File: config.mk
export PLATFORM = sky130hd
export DESIGN_NAME = kernel_build_sched_flat
export DESIGN_NICKNAME = d
export VERILOG_FILES = /design/src/rtl/kernel_build_sched_if.sv /design/src/rtl/kernel_build_sched.sv /design/src/flat_wrapper.sv
export SDC_FILE = /design/constraint.sdc
export NUM_CORES = 1
export LEC_CHECK = 0
export ABC_CLOCK_PERIOD_IN_PS = 5600
export CAP_MARGIN = 20
export CORE_AREA = 2 2 318 320
export DETAILED_ROUTE_END_ITERATION = 8
export DIE_AREA = 0 0 320 322
export GPL_TIMING_DRIVEN = 0
export MAX_ROUTING_LAYER = met4
export PLACE_DENSITY = 0.45
export RECOVER_POWER = 100
export SLEW_MARGIN = 20
export SYNTH_ARGS = -nofsm -noshare
export SYNTH_HDL_FRONTEND = slang
export SYNTH_SLANG_ARGS = --single-unit
File: constraint.sdc
create_clock -name clk -period 5.6 [get_ports clk]
set_clock_uncertainty 0.05 [all_clocks]
set_input_delay 0.84 -clock clk [delete_from_list [all_inputs] [get_ports clk]]
set_output_delay 0.84 -clock clk [all_outputs]
set_load 0.02 [all_outputs]
File: src/rtl/kernel_build_sched_if.sv
// Signal bundle between the kernel build scheduler, its blur-stage requesters and the
// shared Gaussian kernel generator. The master modport is the scheduler's view.
interface kernel_build_sched_if #(
    parameter int unsigned MAX_KERNEL = 7,
    parameter int unsigned NUM_REQ    = 2,
    parameter int unsigned SW         = $clog2(MAX_KERNEL),
    parameter int unsigned IDW        = (NUM_REQ > 1) ? $clog2(NUM_REQ) : 1
);
    localparam int unsigned KW = MAX_KERNEL * MAX_KERNEL * 8;

    // Requester side
    logic [NUM_REQ-1:0]    req;
    logic [NUM_REQ*3-1:0]  req_sigma;
    logic [NUM_REQ*SW-1:0] req_size;
    logic                  cache_inv;
    logic [NUM_REQ-1:0]    grant;

    // Generator side
    logic                  gen_start;
    logic [2:0]            gen_sigma;
    logic [SW-1:0]         gen_kernel_size;
    logic                  gen_done;
    logic                  gen_err;
    logic [KW-1:0]         gen_kernel;

    // Held kernel and response
    logic [KW-1:0]         kernel_out;
    logic                  kernel_valid;
    logic                  resp_valid;
    logic                  resp_err;
    logic [IDW-1:0]        resp_id;
    logic                  busy;

    modport master (
        input  req, req_sigma, req_size, cache_inv, gen_done, gen_err, gen_kernel,
        output grant, gen_start, gen_sigma, gen_kernel_size, kernel_out, kernel_valid,
        output resp_valid, resp_err, resp_id, busy
    );

    modport slave (
        output req, req_sigma, req_size, cache_inv, gen_done, gen_err, gen_kernel,
        input  grant, gen_start, gen_sigma, gen_kernel_size, kernel_out, kernel_valid,
        input  resp_valid, resp_err, resp_id, busy
    );
endinterface

File: src/rtl/kernel_build_sched.sv
// Round-robin scheduler sharing one Gaussian kernel generator between NUM_REQ blur stages;
// validates configs, reuses the held kernel on a hit and watchdogs each generator build.
module kernel_build_sched #(
    parameter int unsigned MAX_KERNEL = 7,
    parameter int unsigned NUM_REQ    = 2,
    parameter int unsigned TIMEOUT    = 255,
    parameter int unsigned SW         = $clog2(MAX_KERNEL)
) (
    input  logic                  clk,
    input  logic                  n_rst,
    kernel_build_sched_if.master  bus
);
    localparam int unsigned IDW = (NUM_REQ > 1) ? $clog2(NUM_REQ) : 1;
    localparam int unsigned KW  = MAX_KERNEL * MAX_KERNEL * 8;
    localparam int unsigned TW  = $clog2(TIMEOUT + 1);

    typedef enum logic [2:0] {
        StIdle,
        StCheck,
        StLaunch,
        StWait,
        StResp
    } state_e;

    state_e          state_q;
    logic [IDW-1:0]  rr_ptr_q;
    logic [TW-1:0]   timer_q;
    logic [2:0]      held_sigma_q;
    logic [SW-1:0]   held_size_q;
    logic            inv_pend_q;

    logic [NUM_REQ-1:0] grant_q;
    logic               gen_start_q;
    logic [2:0]         gen_sigma_q;
    logic [SW-1:0]      gen_kernel_size_q;
    logic [KW-1:0]      kernel_out_q;
    logic               kernel_valid_q;
    logic               resp_valid_q;
    logic               resp_err_q;
    logic [IDW-1:0]     resp_id_q;
    logic               busy_q;

    // Round-robin pick: first pending requester at or after rr_ptr_q, wrapping.
    logic           win_found;
    logic [IDW-1:0] win_idx;
    logic [IDW-1:0] cand;
    logic [2:0]     win_sigma;
    logic [SW-1:0]  win_size;

    always_comb begin
        win_found = 1'b0;
        win_idx   = '0;
        cand      = '0;
        win_sigma = '0;
        win_size  = '0;
        for (int unsigned i = 0; i < NUM_REQ; i++) begin
            cand = IDW'((32'(rr_ptr_q) + i) % NUM_REQ);
            if (!win_found && bus.req[cand]) begin
                win_found = 1'b1;
                win_idx   = cand;
                win_sigma = bus.req_sigma[cand*3 +: 3];
                win_size  = bus.req_size[cand*SW +: SW];
            end
        end
    end

    // Config checks run on the latched generator config while in CHECK.
    logic cfg_bad;
    logic cfg_hit;

    assign cfg_bad = (gen_sigma_q == 3'd0)
                  || (int'(gen_kernel_size_q) < 3)
                  || !gen_kernel_size_q[0]
                  || (int'(gen_kernel_size_q) > int'(MAX_KERNEL));

    assign cfg_hit = kernel_valid_q && !bus.cache_inv
                  && (gen_sigma_q == held_sigma_q)
                  && (gen_kernel_size_q == held_size_q);

    always_ff @(posedge clk or negedge n_rst) begin
        if (!n_rst) begin
            state_q           <= StIdle;
            rr_ptr_q          <= '0;
            timer_q           <= '0;
            held_sigma_q      <= '0;
            held_size_q       <= '0;
            inv_pend_q        <= 1'b0;
            grant_q           <= '0;
            gen_start_q       <= 1'b0;
            gen_sigma_q       <= '0;
            gen_kernel_size_q <= '0;
            kernel_out_q      <= '0;
            kernel_valid_q    <= 1'b0;
            resp_valid_q      <= 1'b0;
            resp_err_q        <= 1'b0;
            resp_id_q         <= '0;
            busy_q            <= 1'b0;
        end else begin
            grant_q      <= '0;
            gen_start_q  <= 1'b0;
            resp_valid_q <= 1'b0;
            if (bus.cache_inv) begin
                kernel_valid_q <= 1'b0;
            end

            unique case (state_q)
                StIdle: begin
                    if (win_found) begin
                        grant_q           <= NUM_REQ'(1) << win_idx;
                        gen_sigma_q       <= win_sigma;
                        gen_kernel_size_q <= win_size;
                        resp_id_q         <= win_idx;
                        busy_q            <= 1'b1;
                        state_q           <= StCheck;
                    end
                end

                StCheck: begin
                    inv_pend_q <= 1'b0;
                    if (cfg_bad) begin
                        resp_err_q   <= 1'b1;
                        resp_valid_q <= 1'b1;
                        state_q      <= StResp;
                    end else if (cfg_hit) begin
                        resp_err_q   <= 1'b0;
                        resp_valid_q <= 1'b1;
                        state_q      <= StResp;
                    end else begin
                        gen_start_q <= 1'b1;
                        state_q     <= StLaunch;
                    end
                end

                StLaunch: begin
                    timer_q <= '0;
                    if (bus.cache_inv) begin
                        inv_pend_q <= 1'b1;
                    end
                    state_q <= StWait;
                end

                StWait: begin
                    if (bus.cache_inv) begin
                        inv_pend_q <= 1'b1;
                    end
                    if (bus.gen_done) begin
                        // An invalidate seen during the build leaves the new kernel unusable.
                        kernel_out_q   <= bus.gen_kernel;
                        held_sigma_q   <= gen_sigma_q;
                        held_size_q    <= gen_kernel_size_q;
                        kernel_valid_q <= !bus.gen_err && !bus.cache_inv && !inv_pend_q;
                        resp_err_q     <= bus.gen_err;
                        resp_valid_q   <= 1'b1;
                        state_q        <= StResp;
                    end else if (timer_q == TW'(TIMEOUT - 1)) begin
                        kernel_valid_q <= 1'b0;
                        resp_err_q     <= 1'b1;
                        resp_valid_q   <= 1'b1;
                        state_q        <= StResp;
                    end else begin
                        timer_q <= timer_q + 1'b1;
                    end
                end

                StResp: begin
                    rr_ptr_q <= (resp_id_q == IDW'(NUM_REQ - 1)) ? '0 : resp_id_q + 1'b1;
                    busy_q   <= 1'b0;
                    state_q  <= StIdle;
                end

                default: begin
                    busy_q  <= 1'b0;
                    state_q <= StIdle;
                end
            endcase
        end
    end

    assign bus.grant           = grant_q;
    assign bus.gen_start       = gen_start_q;
    assign bus.gen_sigma       = gen_sigma_q;
    assign bus.gen_kernel_size = gen_kernel_size_q;
    assign bus.kernel_out      = kernel_out_q;
    assign bus.kernel_valid    = kernel_valid_q;
    assign bus.resp_valid      = resp_valid_q;
    assign bus.resp_err        = resp_err_q;
    assign bus.resp_id         = resp_id_q;
    assign bus.busy            = busy_q;
endmodule

File: src/flat_wrapper.sv
// flat-port wrapper written by rule: the top's interface ports become plain ports
module kernel_build_sched_flat 
#(
    parameter int unsigned MAX_KERNEL = 7,
    parameter int unsigned NUM_REQ    = 2,
    parameter int unsigned TIMEOUT    = 255,
    parameter int unsigned SW         = $clog2(MAX_KERNEL)
)
  (clk, n_rst, bus_req, bus_req_sigma, bus_req_size, bus_cache_inv, bus_gen_done, bus_gen_err, bus_gen_kernel, bus_grant, bus_gen_start, bus_gen_sigma, bus_gen_kernel_size, bus_kernel_out, bus_kernel_valid, bus_resp_valid, bus_resp_err, bus_resp_id, bus_busy);
  kernel_build_sched_if #(.MAX_KERNEL(MAX_KERNEL), .NUM_REQ(NUM_REQ), .SW(SW)) bus_i ();
  input  logic clk;
  input  logic n_rst;
  input wire logic [$bits(bus_i.req)-1:0] bus_req;
  input wire logic [$bits(bus_i.req_sigma)-1:0] bus_req_sigma;
  input wire logic [$bits(bus_i.req_size)-1:0] bus_req_size;
  input wire logic [$bits(bus_i.cache_inv)-1:0] bus_cache_inv;
  input wire logic [$bits(bus_i.gen_done)-1:0] bus_gen_done;
  input wire logic [$bits(bus_i.gen_err)-1:0] bus_gen_err;
  input wire logic [$bits(bus_i.gen_kernel)-1:0] bus_gen_kernel;
  output wire logic [$bits(bus_i.grant)-1:0] bus_grant;
  output wire logic [$bits(bus_i.gen_start)-1:0] bus_gen_start;
  output wire logic [$bits(bus_i.gen_sigma)-1:0] bus_gen_sigma;
  output wire logic [$bits(bus_i.gen_kernel_size)-1:0] bus_gen_kernel_size;
  output wire logic [$bits(bus_i.kernel_out)-1:0] bus_kernel_out;
  output wire logic [$bits(bus_i.kernel_valid)-1:0] bus_kernel_valid;
  output wire logic [$bits(bus_i.resp_valid)-1:0] bus_resp_valid;
  output wire logic [$bits(bus_i.resp_err)-1:0] bus_resp_err;
  output wire logic [$bits(bus_i.resp_id)-1:0] bus_resp_id;
  output wire logic [$bits(bus_i.busy)-1:0] bus_busy;
  assign bus_i.req = bus_req;
  assign bus_i.req_sigma = bus_req_sigma;
  assign bus_i.req_size = bus_req_size;
  assign bus_i.cache_inv = bus_cache_inv;
  assign bus_i.gen_done = bus_gen_done;
  assign bus_i.gen_err = bus_gen_err;
  assign bus_i.gen_kernel = bus_gen_kernel;
  assign bus_grant = bus_i.grant;
  assign bus_gen_start = bus_i.gen_start;
  assign bus_gen_sigma = bus_i.gen_sigma;
  assign bus_gen_kernel_size = bus_i.gen_kernel_size;
  assign bus_kernel_out = bus_i.kernel_out;
  assign bus_kernel_valid = bus_i.kernel_valid;
  assign bus_resp_valid = bus_i.resp_valid;
  assign bus_resp_err = bus_i.resp_err;
  assign bus_resp_id = bus_i.resp_id;
  assign bus_busy = bus_i.busy;
  kernel_build_sched #(.MAX_KERNEL(MAX_KERNEL), .NUM_REQ(NUM_REQ), .TIMEOUT(TIMEOUT), .SW(SW)) u_core (.clk(clk), .n_rst(n_rst), .bus(bus_i));
endmodule
==> out/results.ini, run 1 <==
[run_status]
outcome=finished, violations left
violations=capacitance limit, slew limit

[critical_path]
cp-start-kind=input port
cpPeakStageDelay_ns=0.80
path_class=in2reg
path_max_fanout=10
path_cells=dlygate4sd3_1 > nand3_1 > clkbuf_1 > clkbuf_1 > buf_6 > mux2_1
cp_num_buf_inv=4
cp_data_arrival_time_ns=3.88
endpoint_kind=flip-flop
path_delay_family=buffers and inverters
path_common_cell=clkbuf_1
critPathRequiredTime_ns=6.04
critPathSlowestCell=clkbuf_1

[floorplanning]
die_w_um=320
die_y_um=322
dieArea_sq_um=103000
coreArea_sq_um=99600
rows=116
initial_core_util=0.175
io-pin-count=817

[power_and_ir_drop]
total_power_w=0.0158
peakVddDrop_v=0.000262
internal-power_w=0.00993
seq_power_share=0.342
p_sw_w=0.00588
clkPwrFrac=0.219
p_comb_frac=0.438
p_per_area_nw_per_um2=566
sw_frac_of_total=0.372
power.leakage_nw=12.0

[cells_and_area]
design_area_sq_um=27900
final_nets=2277
drive_above_1_share=0.129
nFillCells=10374
multi_input_area_sq_um=5320
final_cell_mix=dfrtp_1, dlygate4sd3_1, clkdlybuf4s50_1
syn2layout_area_growth_pct=60.1
final_common_cell=dfrtp_1
seqCellArea_sq_um=10600

[synth]
yosys_warnings=0
ys_seq_area_frac=0.609
synthesis.nets=1402
synthDistinctLibCells=43
synthCells=989
synth_edf_count=0
ys_ff_latch=425
synth_area_leader_cell=dfrtp_1
synth_top_area_share=0.609
async_reset_ff_frac=1.00
synthFlopType=dfrtp_1
synthTopCellsByArea=dfrtp_1, mux2_4, mux2_2, buf_6, a21oi_1
synth_area_per_cell_sq_um=17.6
synth_area_sq_um=17500

[detailed_routing]
vias=11845
drtIter0Drc=339
wl_per_cell_um=19.8
drc=0
routed_wl_um=63700
via_per_inst=3.69
antenna_left=0
drtPass1Iterations=4

[cts]
cts_tree=done
postCtsSetupRepairBufs=0
cts_resized=0
cts_max_path_buffers=3
ctsHoldBuffers=0
numCtsBuffers=53
numClockSinks=425
clk_latency_ns=0.61
htreeDepth=2
clk_pin_slew_ns=0.06
cts_root_buf=clkbuf_16

[run]
drv_cap=3

[timing]
hold_viol=0
maxSlewHeadroom=-0.611
finalSetupViolCount=0
final_max_slew_viol_count=272
rsz0062_at_grt=false
min_period_over_period=0.615
tns_ns=0
max_freq_ghz=0.290
holdWs_ns=0.153
setup_ws_ns=2.15
fin_crit_ns=3.45
worstMarginPinSlew_ns=2.42

[global_routing]
overflow=0
grt_start_max_net_pins=92
grt_pass1_wl_um=92700
grt_usage=0.125
antenna_found_initial=13
grt_pass1_vias=13337

[placed_design]
post_dp_cell_area_sq_um=27400
dpl.hpwl_um=50100
io_buffer_count=816
routabilityCongestion=0.832
post-place-ws_ns=2.63

[worst_hold_path]
min_path_type=in2async

-- state kept, by name, indices dropped and copies added, names as in the netlist, 2 cells and up --
register	count
u_core.bus.kernel_out	392
u_core.bus.gen_kernel_size	3
u_core.state_q	3
u_core.timer_q	8
u_core.held_size_q	3
u_core.bus.gen_sigma	3
u_core.held_sigma_q	3
u_core.bus.grant	2
-- area by class of cell --
type / count / share of cell area
sequential: 425 / 0.381
antenna: 9 / 0.000806
clock inverter: 19 / 0.00681
inverter: 4 / 0.000538
tap: 1298 / 0.0581
clock buffer: 76 / 0.0557
multi-input combinational: 508 / 0.190
timing repair buffer: 820 / 0.294
buffer: 52 / 0.0128
-- metal layers --
metal  track usage  vias to the layer above  wire (um)
met5             -                        -          0
met4        0.0391                        0       1520
met3        0.0411                       84       5270
met2         0.209                      517      32400
met1         0.141                     5941      24500
li1              -                     5303          -
-- final timing paths --
| kind | start | end | slack [ns] | depth (start not counted) |
|---|---|---|---|---|
| worst max-delay path | bus_gen_done | u_core.bus.kernel_out[172]$_DFFE_PN0P_ | 2.15 | 6 |
| worst min-delay path | n_rst | u_core.bus.kernel_out[299]$_DFFE_PN0P_ | 0.15 | 1 |
| worst max register to register | u_core.state_q[2]$_DFFE_PN0P_ | u_core.bus.kernel_out[172]$_DFFE_PN0P_ | 2.21 | 7 |
| worst min register to register | u_core.bus.kernel_out[125]$_DFFE_PN0P_ | u_core.bus.kernel_out[125]$_DFFE_PN0P_ | 0.43 | 1 |
| max in group asynchronous | n_rst | u_core.bus.kernel_out[256]$_DFFE_PN0P_ | 2.50 | 2 |
| min in group clk | u_core.bus.kernel_out[125]$_DFFE_PN0P_ | u_core.bus.kernel_out[125]$_DFFE_PN0P_ | 0.43 | 1 |
-- cell usage after synthesis, drive strengths merged (2+ instances only) --
cell type / n
o311a: 2
inv: 3
and3: 2
o211ai: 3
o21ai: 7
a21oi: 15
o22ai: 3
a21o: 3
a221o: 5
dfrtp: 425
ha: 2
nand3: 2
a32oi: 6
and4: 3
nor4: 2
nor2: 12
clkbuf: 5
nor3: 9
a31oi: 2
mux2: 398
nand2b: 4
nand4b: 2
xnor2: 5
nor2b: 4
buf: 47
nand4: 2
nand2: 4
o21a: 2
-- logic make-up (layout without fill, tap and decap cells) --
kind of cell             after synthesis  count (layout)  synth area share
other                                  0               9                 0
XOR/XNOR                               5               5           0.00251
AND/OR/NAND/NOR                       50              50            0.0163
flip-flops                           425             425             0.609
adder cells (fa/ha/maj)                2               2           0.00143
AO/OA/AOI/OAI                         52              52            0.0206
buffers and inverters                 56             971            0.0277
multiplexers                         399             399             0.322
-- power by group through the flow --
stage	clock (W)	sequential, W	combinational [W]
global route	0.00375	0.00563	0.00732
detailed placement	0	0.00555	0.00847
finish	0.00347	0.00541	0.00693
global placement	0	0.00554	0.00847
floorplan	0	0.00718	0.00256
CTS	0.00362	0.00554	0.00852
-- per-stage QoR --
| step | std cells | util |
|---|---|---|
| final | 3211 | 0.281 |
| after global routing | 3209 | 0.280 |
| after CTS | 3202 | 0.292 |
| after detailed placement | 3107 | 0.275 |
| after global placement | 3103 | 0.274 |
| after floorplan | 989 | - |
No activity file was read; power rests on OpenSTA's default activity.
==> inputs of run 2 (changes only) <==
Settings changed: ABC_CLOCK_PERIOD_IN_PS 5600 to 3200.
Clock period 5.6 ns to 3.2 ns, I/O delays scaled along.
==> run 2 against run 1 <==
Effect of this change:
- the flow now finishes without violations
- die area is the same
- hold slack gained 0.24 ns
- via count is essentially flat
- power grew 75%
- first-iteration DRC count grew 11%
- cell count is essentially flat
- clock power grew 75%
- global-route usage is the same
- final area grew 0.46%
- highest routed layer unchanged
- clock-buffer cell count is the same
- critical path depth is the same
==> out/results.ini, run 2 (same netlist as run 1, synthesis figures left out) <==
[critical_path]
r2r-end=u_core.bus.kernel_out[300]$_DFFE_PN0P_
path_common_cell=clkbuf_1
path_max_fanout=10
path_cells=clkbuf_1 > nor2b_1 > nand3_1 > buf_6 > clkbuf_1 > mux2_2
endpoint_kind=flip-flop
reg2reg_from=u_core.state_q[1]$_DFFE_PN0P_
reg2reg_depth=6
critPathRequiredTime_ns=3.65
cp-start-kind=flip-flop
cpPeakStageDelay_ns=0.50
path_class=reg2reg
cp_data_arrival_time_ns=3.04
r2r_slack_ns=0.61
critPathSlowestCell=nor2b_1

[power_and_ir_drop]
p_sw_w=0.0103
internal-power_w=0.0174
total_power_w=0.0277
sw_frac_of_total=0.372
p_comb_frac=0.439
peakVddDrop_v=0.000456
power.leakage_nw=12.1
p_per_area_nw_per_um2=987
clkPwrFrac=0.219
seq_power_share=0.342

[cts]
numClockSinks=425
numCtsBuffers=53
clk_pin_slew_ns=0.06
cts_root_buf=clkbuf_16
cts_max_path_buffers=3
htreeDepth=2
postCtsSetupRepairBufs=0
clk_latency_ns=0.61
cts_resized=0
cts_tree=done

[global_routing]
grt_usage=0.125
grt_pass1_wl_um=92700
antenna_found_initial=12
overflow=0
grt_start_max_net_pins=92
grt_pass1_vias=13337

[timing]
maxSlewHeadroom=0.102
final_max_slew_viol_count=0
max_freq_ghz=0.385
rsz0062_at_grt=false
finalSetupViolCount=0
worstMarginPinSlew_ns=1.35
holdWs_ns=0.394
fin_crit_ns=2.59
hold_viol=0
min_period_over_period=0.811

[cells_and_area]
largest_reg_flops=392
syn2layout_area_growth_pct=60.8
drive_above_1_share=0.136
final_cell_mix=dfrtp_1, clkdlybuf4s50_1, dlygate4sd3_1
final_nets=2278
final_common_cell=dfrtp_1

[placed_design]
io_buffer_count=816
routabilityCongestion=0.832
dpl.hpwl_um=50100

[run]
drv_cap=0

[detailed_routing]
drtIter0Drc=375
drc=0
wl_per_cell_um=19.8
routed_wl_um=63600
vias=11836
antenna_left=0
drtPass1Iterations=4
via_per_inst=3.69

[floorplanning]
dieArea_sq_um=103000
die_y_um=322
initial_core_util=0.175
coreArea_sq_um=99600
die_w_um=320
rows=116
io-pin-count=817

[worst_hold_path]
min_path_type=in2async

[run_status]
outcome=complete, no violations

## run 2: cell types whose count changed in the layout (fill, tap and decap cells not counted), moves of 3 or more
cell,change
clkdlybuf4s50_1,+3
buf_6,+13
clkbuf_2,-3
clkbuf_1,-14
## run 2: worst max path at each step
stage                                         startpoint                                      to  slack (ns)
2_1_floorplan              u_core.timer_q[0]$_DFFE_PN0P_           u_core.timer_q[7]$_DFFE_PN0P_        1.41
3_3_place_gp                                       n_rst  u_core.bus.kernel_out[212]$_DFFE_PN0P_      -18.34
3_5_place_dp                                bus_gen_done  u_core.bus.kernel_out[149]$_DFFE_PN0P_        0.59
4_1_cts        u_core.bus.gen_kernel_size[1]$_DFFE_PN0P_                  bus_gen_kernel_size[1]        0.80
5_1_grt                    u_core.state_q[1]$_DFFE_PN0P_  u_core.bus.kernel_out[258]$_DFFE_PN0P_        0.41
6_report                   u_core.state_q[1]$_DFFE_PN0P_  u_core.bus.kernel_out[300]$_DFFE_PN0P_        0.61
## run 2: critical path: cells and delay by family (launching register included)
family | cells | cell delay, ns
flops | 1 | 0.32
simple gates | 2 | 0.76
mux | 1 | 0.40
buf+inv | 3 | 0.93
## run 2: per-layer routing
layer  GRT usage  wire, um
met1       0.141     24300
met3      0.0411      5300
met2       0.209     32500
met4      0.0391      1480
met5           -         0
## run 2: power groups by stage
stage,clock network (W),logic [W],registers [W]
2_1_floorplan,0,0.00448,0.0126
3_3_place_gp,0,0.0148,0.00970
3_5_place_dp,0,0.0148,0.00971
4_1_cts,0.00634,0.0149,0.00969
5_1_grt,0.00656,0.0128,0.00984
6_report,0.00606,0.0122,0.00947
## run 2: repair_timing
| action | in CTS | in global routing |
|---|---|---|
| hold buffers | 1 | 0 |
| setup endpoints to repair | 0 | 0 |
| endpoints found under the hold margin | 77 | 0 |
## run 2: final cells by class
type | instances | area [sq um]
fillers | 10362 | 71500
flip-flops and latches | 425 | 10600
repair buffers | 821 | 8250
multi-input cells | 508 | 5320
well taps | 1298 | 1620
clock buffers | 76 | 1560
plain buffers | 52 | 454
clock inverters | 19 | 190
diodes | 7 | 17.5
inverters | 4 | 15.0
## run 2: stage by stage
stage	instances	setup slack [ns]	cell area (sq um)	utilization	setup TNS, ns
CTS	3203	0.800	29100	0.292	0
global route	3209	0.411	28100	0.282	0
detailed placement	3107	0.591	27400	0.275	0
floorplan	989	1.41	17500	-	0
global placement	3103	-18.34	27200	0.274	-7750.60
finish	3210	0.605	28100	0.282	0
==> inputs of run 3 (changes only) <==
Settings changed: ABC_CLOCK_PERIOD_IN_PS 3200 to 2600.
Clock period 3.2 ns to 2.6 ns, I/O delays scaled along.
==> run 3 against run 2 <==
Effect of this change:
- cell count hardly changed
- sequential power is 24% higher
- first-iteration DRC count is 2.7% higher
- combinational power is 28% higher
- setup slack worse by 0.30 ns
- sequential share of layout area is 0.47 points lower
- fmax is 13% higher
- final area is 1.2% higher
- die area stayed put
- largest power group unchanged
==> out/results.ini, run 3 (same netlist as run 1, synthesis figures left out) <==
[worst_hold_path]
min_from=bus_gen_kernel[361]
min_path_type=in2reg

[detailed_routing]
drc=0
vias=11821
drtPass1Iterations=4
drtIter0Drc=385
routed_wl_um=64100
antenna_left=0
via_per_inst=3.68
wl_per_cell_um=20.0

[cts]
htreeDepth=2
cts_tree=done
numCtsBuffers=53
cts_root_buf=clkbuf_16
clk_pin_slew_ns=0.06
clk_latency_ns=0.61
numClockSinks=425
cts_max_path_buffers=3
postCtsSetupRepairBufs=0

[cells_and_area]
stdcell_count=3212
final_cell_mix=dfrtp_1, clkdlybuf4s50_1, dlygate4sd3_1
drive_above_1_share=0.180
final_nets=2278
syn2layout_area_growth_pct=62.8
final_common_cell=dfrtp_1
largest_reg_flops=392
nFillCells=10261
utilization=0.285

[power_and_ir_drop]
p_per_area_nw_per_um2=1220
p_comb_frac=0.448
internal-power_w=0.0220
clkPwrFrac=0.215
total_power_w=0.0347
seq_power_share=0.337
sw_frac_of_total=0.367
p_sw_w=0.0128
peakVddDrop_v=0.000564
power.leakage_nw=12.5

[critical_path]
critPathLaunch=u_core.state_q[1]$_DFFE_PN0P_
path_class=reg2reg
reg2reg_from=u_core.state_q[1]$_DFFE_PN0P_
cpPeakStageDelay_ns=0.63
cp-start-kind=flip-flop
path_cells=buf_4 > nor2b_4 > nand3_1 > buf_6 > clkbuf_1 > mux2_2
critPathRequiredTime_ns=3.04
critPathSlowestCell=clkbuf_1
cp_data_arrival_time_ns=2.73
endpoint_kind=flip-flop
path_max_fanout=10

[timing]
worstMarginPinSlew_ns=0.802
setup_ws_ns=0.305
fin_crit_ns=2.29
final_max_slew_viol_count=0
max_freq_ghz=0.436
rsz0062_at_grt=false
maxSlewHeadroom=0.466
hold_viol=0
min_period_over_period=0.883
finalSetupViolCount=0

[global_routing]
grt_start_max_net_pins=92
grt_pass1_wl_um=92700
overflow=0
antenna_found_initial=12
grt_usage=0.125
grt_pass1_vias=13337

[floorplanning]
die_y_um=322
io-pin-count=817
dieArea_sq_um=103000
rows=116
die_w_um=320
initial_core_util=0.175
coreArea_sq_um=99600

[run_status]
outcome=complete, no violations

[placed_design]
io_buffer_count=816
routabilityCongestion=0.832
post-place-ws_ns=0.0811
placedCellCount=3107
dpl.hpwl_um=50100

[run]
drv_cap=0

-- run 3: cell count changes in the layout (fill, tap and decap cells not counted), sizes merged --
cell | previous run | this run
diode | 7 | 9
buf | 40 | 39
clkbuf | 93 | 94
-- run 3: routing by layer --
| metal | part of all wire | global-route usage | up-vias |
|---|---|---|---|
| met5 | 0 | - | - |
| met1 | 0.39 | 0.141 | 5936 |
| met2 | 0.51 | 0.209 | 498 |
| li1 | - | - | 5303 |
| met3 | 0.082 | 0.0411 | 84 |
| met4 | 0.023 | 0.0391 | 0 |
-- run 3: layout make-up --
class                   instances  area, sq um  share of cell area
flip-flops and latches        425        10600               0.374
repair buffers                821         8290               0.292
multi-input cells             508         5640               0.198
well taps                    1298         1620              0.0572
clock buffers                  76         1560              0.0547
plain buffers                  52          440              0.0155
clock inverters                19          190             0.00669
diodes                          9         22.5            0.000793
inverters                       4         15.0            0.000528
-- run 3: metrics by stage --
| step | hold WS, ns | TNS, ns | instance area [sq um] |
|---|---|---|---|
| after floorplan | 0.0444 | 0 | 17500 |
| after global placement | 0.429 | -7967.35 | 27200 |
| after detailed placement | 0.403 | 0 | 27400 |
| after CTS | 0.262 | 0 | 29100 |
| after global routing | 0.266 | 0 | 28400 |
| final | 0.314 | 0 | 28400 |
-- run 3: power by group through the flow --
stage          combinational [W]  sequential, W  clock, W
2_1_floorplan            0.00551         0.0155         0
3_3_place_gp              0.0182         0.0119         0
3_5_place_dp              0.0182         0.0119         0
4_1_cts                   0.0184         0.0119   0.00780
5_1_grt                   0.0164         0.0121   0.00807
6_report                  0.0156         0.0117   0.00747
-- run 3: critical path: cells and delay by family, from the launching register on --
| family | cells | cell delay [ns] |
|---|---|---|
| buf+inv | 3 | 1.01 |
| mux | 1 | 0.42 |
| flops | 1 | 0.36 |
| simple gates | 2 | 0.32 |
-- run 3: path summary, 6_finish.rpt --
kind	endpoint	slack [ns]	cells after the start
max in group asynchronous	u_core.bus.kernel_out[229]$_DFFE_PN0P_	0.69	4
min reg2reg	u_core.bus.kernel_out[125]$_DFFE_PN0P_	0.43	1
min in group asynchronous	u_core.bus.kernel_out[299]$_DFFE_PN0P_	0.32	2
max reg2reg	u_core.bus.kernel_out[303]$_DFFE_PN0P_	0.31	6
min	u_core.bus.kernel_out[361]$_DFFE_PN0P_	0.31	2
max	u_core.bus.kernel_out[303]$_DFFE_PN0P_	0.31	6
-- run 3: what timing repair did --
item	CTS	global route
hold buffers	1	0
endpoints found under the setup margin	0	0
resized for setup	0	0
hold endpoints to repair	77	0
==> patch: new RTL, flow settings as in run 3 <==
Re-encode `state_e` (5 states) as one-hot, 5 bits wide.
--- a/src/rtl/kernel_build_sched.sv
+++ b/src/rtl/kernel_build_sched.sv
@@ -15,10 +15,10 @@
     localparam int unsigned TW  = $clog2(TIMEOUT + 1);
 
-    typedef enum logic [2:0] {
-        StIdle,
-        StCheck,
-        StLaunch,
-        StWait,
-        StResp
+    typedef enum logic [4:0] {
+        StIdle   = 5'b00001,
+        StCheck  = 5'b00010,
+        StLaunch = 5'b00100,
+        StWait   = 5'b01000,
+        StResp   = 5'b10000
     } state_e;
 
Formal check against the unedited RTL: same outputs for any inputs over 4 cycles, from zero or initial values and one cycle with n_rst low; so few cycles prove little.
==> patch against run 3 <==
Sequential share of layout area rose by 0.39 points. Area after synthesis down 2.3%. Worst setup slack worse by 0.085 ns. Highest routed layer unchanged. Wire length shrank 2.7%. Total power shrank 18%. Critical path depth unchanged. Via count shrank 0.59%. Cell area decreased by 0.55%. Sequential cell count up 2. Synthesized cell count grew 0.30%. Sequential power is 13% lower.
==> patch: results (changes against run 3) <==
Synth
  – Area of the mapped netlist: 0.0171 mm² (-2.3%)
  – Largest cells by area after synthesis: dfrtp_1 63%, mux2_4 18%, mux2_2 13%
  – Post-synthesis register bit count: 427 (+0.47%)
  – Complex-gate fraction of the synthesized area: 0.0171 (-0.00355)
  – Seq/Total Area, Yosys: 0.627 (+0.0172)
  – Mapped Avg Cell Area: 17.2 µm² (-2.6%)

Finish
  – Plain + repair buffers: 870 (-0.34%)
  – Final #Nets: 2,281 (+0.13%)
  – Final-layout clock buffer total: 77 (+1.3%)
  – # diodes: 5 (-4)
  – Multi-input gates: 511 (+0.59%)
  – Syn-to-layout area delta: 65.7%
  – Share of cells above drive strength 1: 0.216 (+0.0355)
  – Fraction of area in multi-input gates: 0.194 (-0.00430)
  – Post-route insts no fill: 3,214 (+0.062%)
  – Fraction of area in registers: 0.378 (+0.00390)
  – Non-clock buffering overhead: 0.303 (-0.00435)

Global routing
  – Vias in the first global route: 13,500 (+0.94%)
  – Total GRT Usage: 0.122 (-0.00301)
  – First-pass GRT wire length: 91.2 mm (-1.6%)
  – Largest net degree at the start of global routing: 95 (+3.3%)

Critical path
  – RR Endpoint: u_core.bus.kernel_out[164]
  – Reg2reg setup slack: 0.22 ns (-0.09 ns)
  – Critical-path top delay cell: dfrtp_1

Min path
  – Hold Path Sink: u_core.bus.grant[0]

Placed design
  – Gp weighted congestion: 0.788 (-5.3%)
  – DP Wirelength: 48.5 mm (-3.2%)
  – Number of port buffers: 815 (-0.12%)
  – Pre-CTS setup slack: -0.327 ns (-0.408 ns)

Timing
  – Hold_ws: 0.233 ns (-0.0809 ns)
  – Period utilization: 0.915 (+0.0328)
  – Slew Limit Headroom: 0.376 (-0.0895)

Power and ir drop
  – Maximum VDD drop: 523 µV (-7.3%)
  – Leakage: 14.3 nW (+14%)

Outcome
  – Outcome: completed

Routing
  – Starting DRT DRC Count: 291 (-24%)

Clock tree
  – CTS Buf Count: 54 (+1.9%)
patch: power by group:
| part | internal (mW) | leakage [nW] | switching, mW |
|---|---|---|---|
| Combinational | 5.18 | 7.51 | 5.26 |
| Clock | 4.85 | 0.927 | 3.03 |
| Sequential | 8.92 | 5.88 | 1.27 |
| Total | 19.0 | 14.3 | 9.56 |
patch: worst max-delay path: cells and delay by family, from the launching register on:
| family | cells | cell delay [ns] |
|---|---|---|
| simple gates | 2 | 0.43 |
| mux | 1 | 0.34 |
| buf+inv | 3 | 0.94 |
| flops | 1 | 0.47 |
patch: routing by layer:
| layer | vias up | global-route usage | share of wire |
|---|---|---|---|
| met2 | 504 | 0.215 | 0.53 |
| met1 | 5833 | 0.122 | 0.35 |
| met5 | - | - | 0 |
| met4 | 0 | 0.0432 | 0.029 |
| met3 | 100 | 0.0473 | 0.094 |
| li1 | 5314 | - | - |
